[src/rtl/pipe_ctrl.sv]
// rtl/pipe_ctrl.sv - five-stage pipeline hazard controller with stall/flush FSM and event counters
module pipe_ctrl #(
    parameter int MAX_STALL = 4,
    parameter int CNT_W     = 16
) (
    input  logic             clk,
    input  logic             rst,
    input  logic             stall_req,
    input  logic             flush_req,
    input  logic             pc_sel,
    input  logic             imem_ready,
    output logic             pc_en,
    output logic             pc_load,
    output logic             if_de_en,
    output logic             de_exe_en,
    output logic             exe_bubble,
    output logic             v_de,
    output logic             v_exe,
    output logic             v_acc,
    output logic             v_wb,
    output logic             stall_err,
    output logic [CNT_W-1:0] stall_cnt,
    output logic [CNT_W-1:0] flush_cnt,
    output logic [1:0]       state
);

    typedef enum logic [1:0] {
        RUN   = 2'd0,
        STALL = 2'd1,
        FLUSH = 2'd2
    } state_t;

    // Wide enough to hold MAX_STALL+1 so the watchdog threshold is reachable without wrap.
    localparam int CW = $clog2(MAX_STALL + 2);
    localparam logic [CW-1:0] CONSEC_LIM = CW'(MAX_STALL + 1);

    state_t           state_q;
    logic             v_de_q, v_exe_q, v_acc_q, v_wb_q;
    logic             stall_err_q;
    logic [CNT_W-1:0] stall_cnt_q, flush_cnt_q;
    logic [CW-1:0]    consec_q;
    logic             take_flush, take_stall;

    // The cycle spent in FLUSH ignores both redirect requests.
    always_comb begin
        take_flush = rst && flush_req && (state_q != FLUSH);
        take_stall = rst && stall_req && !flush_req && (state_q != FLUSH);
    end

    always_comb begin
        pc_en      = 1'b0;
        pc_load    = 1'b0;
        if_de_en   = 1'b0;
        de_exe_en  = 1'b0;
        exe_bubble = 1'b0;
        if (rst) begin
            if (take_flush) begin
                pc_en     = 1'b1;
                pc_load   = 1'b1;
                if_de_en  = 1'b1;
                de_exe_en = 1'b1;
            end else if (take_stall) begin
                exe_bubble = 1'b1;
            end else begin
                pc_en     = imem_ready;
                pc_load   = imem_ready && pc_sel;
                if_de_en  = 1'b1;
                de_exe_en = 1'b1;
            end
        end
    end

    always_ff @(posedge clk) begin
        if (!rst) begin
            state_q     <= RUN;
            v_de_q      <= 1'b0;
            v_exe_q     <= 1'b0;
            v_acc_q     <= 1'b0;
            v_wb_q      <= 1'b0;
            stall_err_q <= 1'b0;
            stall_cnt_q <= '0;
            flush_cnt_q <= '0;
            consec_q    <= '0;
        end else begin
            v_acc_q <= v_exe_q;
            v_wb_q  <= v_acc_q;
            if (take_flush) begin
                state_q  <= FLUSH;
                v_de_q   <= 1'b0;
                v_exe_q  <= 1'b0;
                consec_q <= '0;
                if (flush_cnt_q != '1) flush_cnt_q <= flush_cnt_q + CNT_W'(1);
            end else if (take_stall) begin
                state_q <= STALL;
                v_exe_q <= 1'b0;
                if (stall_cnt_q != '1) stall_cnt_q <= stall_cnt_q + CNT_W'(1);
                if (consec_q != CONSEC_LIM) consec_q <= consec_q + CW'(1);
                if (consec_q + CW'(1) == CONSEC_LIM) stall_err_q <= 1'b1;
            end else begin
                state_q  <= RUN;
                v_de_q   <= imem_ready;
                v_exe_q  <= v_de_q;
                consec_q <= '0;
            end
        end
    end

    assign v_de      = v_de_q;
    assign v_exe     = v_exe_q;
    assign v_acc     = v_acc_q;
    assign v_wb      = v_wb_q;
    assign stall_err = stall_err_q;
    assign stall_cnt = stall_cnt_q;
    assign flush_cnt = flush_cnt_q;
    assign state     = state_q;

endmodule

[config.mk]
export PLATFORM = sky130hd
export DESIGN_NAME = pipe_ctrl
export DESIGN_NICKNAME = d
export VERILOG_FILES = /design/src/rtl/pipe_ctrl.sv
export SDC_FILE = /design/constraint.sdc
export NUM_CORES = 1
export LEC_CHECK = 0
export BUFFER_PORTS_ARGS = -buffer_cell sky130_fd_sc_hd__buf_2
export CAP_MARGIN = 20
export CELL_PAD_IN_SITES_DETAIL_PLACEMENT = 0
export CELL_PAD_IN_SITES_GLOBAL_PLACEMENT = 1
export CORE_MARGIN = 5
export CORE_UTILIZATION = 42
export CTS_CLUSTER_DIAMETER = 80
export DETAILED_ROUTE_END_ITERATION = 6
export PLACE_DENSITY_LB_ADDON = 0.1
export SYNTH_ARGS = -nofsm -noshare
export SYNTH_HDL_FRONTEND = slang
export SYNTH_SLANG_ARGS = --single-unit
export TNS_END_PERCENT = 100
[constraint.sdc]
create_clock -name clk -period 2.8 [get_ports clk]
set_clock_uncertainty 0.1 [all_clocks]
set_input_delay 0.42 -clock clk [delete_from_list [all_inputs] [get_ports clk]]
set_output_delay 0.42 -clock clk [all_outputs]
set_load 0.005 [all_outputs]
Word level (Yosys, flattened, before mapping)
Cells that the tools add are included.
Storage, ports and cells
  register bits after elaboration: 42
  logic and storage cells: 48
  output and inout bits: 44
Cells by class
  bitwise gates (word level): 3
  $add $sub $neg: 3
  reductions and logical operators: 13
  muxes and demuxes: 14
  eq/ne operators: 5
Operator list (number)
  adder 16 x 1 -> 16 bit (second input constant): 2
  inequality test 16 bit (second input constant): 2
  2-to-1 mux 1 bit: 13
  logical AND 1 bit: 6
  AND reduction 3 bit: 2
  OR reduction 3 bit: 2
  adder 3 x 1 -> 3 bit (second input constant): 1
  == test 3 bit (second input constant): 1
  inequality test 3 bit (second input constant): 1
  inverter 1 bit: 3
  2-to-1 mux 2 bit: 1
  inequality test 2 bit (second input constant): 1
  AND reduction 2 bit: 1
  OR reduction 2 bit: 1
  zero test 1 bit: 1

Depth between registers and ports, before layout
  depth in word-level cells: 6
  depth in mapped cells: 7

Worst setup path after synthesis
Ideal clock, no wire load.
  kind: input-to-output
  start: in rst
  end: out pc_load
  slack: 0.692 ns
  data required time: 2.280 ns
  stages: 7
  arrival: 1.588 ns
  cells stage by stage: buf_4 > inv_4 > or3_1 > buf_2 > inv_1 > nor2_1 > a31o_2
On the way
  word-level cells in the longest chain between the ends: 6
  elaborated cells on any way between the ends: 8
Ends and longest elaborated chain
  from (decl): RTL line 7  | input logic rst,
  logical AND 1 bit (3 in a row): RTL line 47  | take_stall = rst && stall_req && !flush_req && (state_q != FLUSH);
  2-to-1 mux 1 bit: RTL line 62  | end else if (take_stall) begin
  2-to-1 mux 1 bit: RTL line 57  | if (take_flush) begin
  2-to-1 mux 1 bit *: RTL line 56  | if (rst) begin
  to (decl): RTL line 13  | output logic pc_load,
Every way passes the cells marked *; elsewhere a longest branch is shown, timed or not.

Worst setup path in the final report
  start: reg state_q[1] (netlist: state[1])
  end: out pc_load
On the way
  word-level cells in the longest chain between the ends: 5
  elaborated cells on any way between the ends: 6
Ends and longest elaborated chain
  from (decl): RTL line 37  | state_t state_q;
  from (signal assigned): RTL line 75  | state_q <= RUN;
  from (signal assigned): RTL line 88  | state_q <= FLUSH;
  from (signal assigned): RTL line 94  | state_q <= STALL;
  inequality test 2 bit *: RTL line 46, 47
  logical AND 1 bit: RTL line 47
  2-to-1 mux 1 bit: RTL line 62
  2-to-1 mux 1 bit *: RTL line 57
  2-to-1 mux 1 bit *: RTL line 56
Marks and branches as above.

==> reports/qor.yml <==
gp_congestion: 0.766
synth_top_cells_by_area: "sky130_fd_sc_hd__dfxtp_1 (40%), sky130_fd_sc_hd__mux2i_1 (6.7%), sky130_fd_sc_hd__nand2_1 (5.1%), sky130_fd_sc_hd__ha_1 (3.0%), sky130_fd_sc_hd__nand4_1 (3.0%)"
antenna_cells_inserted: 0
timing.final.hold_violations: 0
cts_htree_levels: 2
post_cts_buffers: 0
ys_seq_area_frac: 0.404
mappedNetlistArea_mm2: 0.00208
yosys_most_used_dff: "sky130_fd_sc_hd__dfxtp_1"
cts_sinks: 42
clockBufferDepth: 2
postSynthCellCount: 239
commonest_non_fill_non_tap_cells_in_the_layout: "sky130_fd_sc_hd__buf_2 (49), sky130_fd_sc_hd__dfxtp_1 (42), sky130_fd_sc_hd__nand2_1 (28), sky130_fd_sc_hd__mux2i_1 (14), sky130_fd_sc_hd__a21oi_1 (12)"
global_route.overflow_total: 0
cts-hold-fix-buffers: 0
first_iter_violations: 72
achievable-frequency_ghz: 0.437
cap_violations: 0
path_cells: "nor2b_1 > or3_1 > inv_1 > nor2_1 > a31o_2 > buf_2"
postSynthNetCount: 250
tritoncts_clock_tree: "built"
critical_path.startpoint: "state[1]$_SDFF_PN0_"
grtUsageTotal: 0.161
wire_per_inst_um: 13.7
portBuffers: 49
floorplan.initialDensity: 0.438
fin_nets: 297
grt_pass1_wl_mm: 8.15
timing.slew.headroom: 0.603
crit_path_max_incr_delay_ns: 0.36
post-synth-top-area-cell: "sky130_fd_sc_hd__dfxtp_1"
placed_cells: 346
clkSlewWorstSetupHoldPaths_ns: 0.09
register_bit_count_reported_by_yosys: 42
hpwlAfterDp_mm: 3.46
edff_count_synth: 0
ant_nets: 0
synthToLayoutAreaGrowth_pct: 18.5
clk_latency_ns: 0.30
startpoint_of_the_lowest_slack_register_to_register_path: "flush_cnt[0]$_SDFFE_PN0P_"
post_route_cells_drive_above_1_share: 0.223
rsz0062_at_grt: "no"
critical_path_class: "reg -> out"
drt_drc: 0
min_period_ns: 2.29
post_synth.cell_area_avg_um2: 8.71
top_level_ports: 50
timing.critical_path.required_ns: 2.28
worstSetupEndpointType: "output pin"
status: "finished, final reports clean"
async_set_or_reset_flop_fraction_in_the_synthesized_netlist: 0
synth_top_area_frac: 0.404
timing.reg2reg.setup_slack_ns: 0.73
instances_no_fill: 354
first_pass_iters: 4
fin_hold_ws_ns: 0.337
post_cts_resized: 0
grt_start_max_net_pins: 33
hp-class: "in -> reg"
most_common_library_cell_in_the_layout_ignoring_fill_and_taps: "sky130_fd_sc_hd__buf_2"
core_rows: 25
cp_data_arrival_time_ns: 1.77
power.ir.vdd_worst_mv: 0.254
timing_max_transition_violations_final: 0
core-area_mm2: 0.00475
timing.final.crit_share: 0.816
die_h_um: 80.4
die_outline_area_mm2: 0.00646
cts_buffers: 5
cts_root_buf: "sky130_fd_sc_hd__clkbuf_8"
finalSetupViolations: 0
total_leakage_power_nw: 1.01
worstMarginPinSlew_ns: 0.591
worstPathMaxFanout: 5
yosys.cell_types.count: 45
total_power_mw: 1.10
grt_antenna_before_repair: 0
power_per_cell_area_mw_per_mm2: 445
yosysWarningCount: 0
timing.critical_path.slowest_stage_cell: "sky130_fd_sc_hd__or3_1"
layout.core_utilization: 0.518
routed_wirelength_mm: 4.86
setup_total_negative_slack_ns: 0
viasPerCell: 5.42
critPathLaunchType: "flip-flop"
die_width_um: 80.4
hold_start: "imem_ready"
number_of_global_route_vias_before_repair: 1752
vias: 1917
==> cell type report <==
cell class / instances / area (µm²)
clock inverter: 2 / 12.5
sequential: 42 / 841
timing repair buffer: 52 / 268
clock buffer: 6 / 82.6
inverter: 10 / 40.0
tap: 67 / 83.8
fill: 497 / 2290
multi-input combinational: 175 / 1140
==> final timing paths <==
kind,depth (start not counted),to
setup / recovery,6,pc_load
hold / removal,3,v_de$_SDFFE_PP0N_
setup reg to reg,5,flush_cnt[12]$_SDFFE_PN0P_
hold reg to reg,1,v_wb$_SDFF_PN0_
==> kinds of logic (layout without fill, tap and decap cells) <==
family / Yosys count / after routing / synth area share
AO/OA/AOI/OAI: 45 / 45 / 0.149
XOR/XNOR: 2 / 2 / 0.00842
adder cells (fa/ha/maj): 5 / 5 / 0.0301
buffers and inverters: 22 / 70 / 0.0493
flip-flops: 42 / 42 / 0.404
multiplexers: 14 / 14 / 0.0673
AND/OR/NAND/NOR: 109 / 109 / 0.292
==> report_power, final <==
group | switching (mW) | total (mW) | internal [mW] | leakage (nW)
logic | 0.0355 | 0.0620 | 0.0266 | 0.627
clock network | 0.221 | 0.420 | 0.198 | 0.0472
registers | 0.00858 | 0.614 | 0.606 | 0.340
==> cell usage after synthesis, types with 2 or more instances <==
master	count
sky130_fd_sc_hd__clkbuf_1	7
sky130_fd_sc_hd__and2_1	2
sky130_fd_sc_hd__o21ai_0	5
sky130_fd_sc_hd__nand2b_1	8
sky130_fd_sc_hd__or3_1	5
sky130_fd_sc_hd__dfxtp_1	42
sky130_fd_sc_hd__buf_4	2
sky130_fd_sc_hd__nand4_1	10
sky130_fd_sc_hd__nor4_1	8
sky130_fd_sc_hd__a21oi_1	12
sky130_fd_sc_hd__o41ai_1	3
sky130_fd_sc_hd__o31ai_1	7
sky130_fd_sc_hd__nor2_1	7
sky130_fd_sc_hd__ha_1	5
sky130_fd_sc_hd__o311a_1	2
sky130_fd_sc_hd__nand3_1	6
sky130_fd_sc_hd__inv_1	9
sky130_fd_sc_hd__and4_1	3
sky130_fd_sc_hd__o311ai_0	2
sky130_fd_sc_hd__or4_1	8
sky130_fd_sc_hd__and3_1	9
sky130_fd_sc_hd__o21a_1	2
sky130_fd_sc_hd__nand2_1	28
sky130_fd_sc_hd__buf_2	2
sky130_fd_sc_hd__o211ai_1	3
sky130_fd_sc_hd__a31oi_1	2
sky130_fd_sc_hd__mux2i_1	14
sky130_fd_sc_hd__nor3_1	8
sky130_fd_sc_hd__o21bai_1	2
==> metrics by stage <==
step	setup slack, ns	instance area (µm²)
floorplan	0.692	2080
global placement	0.645	2370
detailed placement	0.606	2370
CTS	0.491	2460
global route	0.393	2460
finish	0.514	2460
==> critical path, delay by kind of cell (launching register included) <==
| kind | cells | cell delay [ns] |
|---|---|---|
| compound gates | 1 | 0.25 |
| buf+inv | 2 | 0.28 |
| simple gates | 3 | 0.61 |
| flops | 1 | 0.33 |
==> per-layer routing <==
metal / GRT usage / wire length (µm) / vias to the layer above
met5: 0 / 0 / -
met4: 0.0490 / 53 / 0
met3: 0.0572 / 337 / 5
met2: 0.228 / 2040 / 62
met1: 0.226 / 2430 / 854
li1: - / - / 996
==> state kept, by name, indices dropped and copies added (netlist names) <==
register	flops
v_de	1
consec_q	3
v_exe	1
flush_cnt	16
stall_cnt	16
stall_err	1
v_wb	1
v_acc	1
state	2
(Power assumes the default switching activity.)
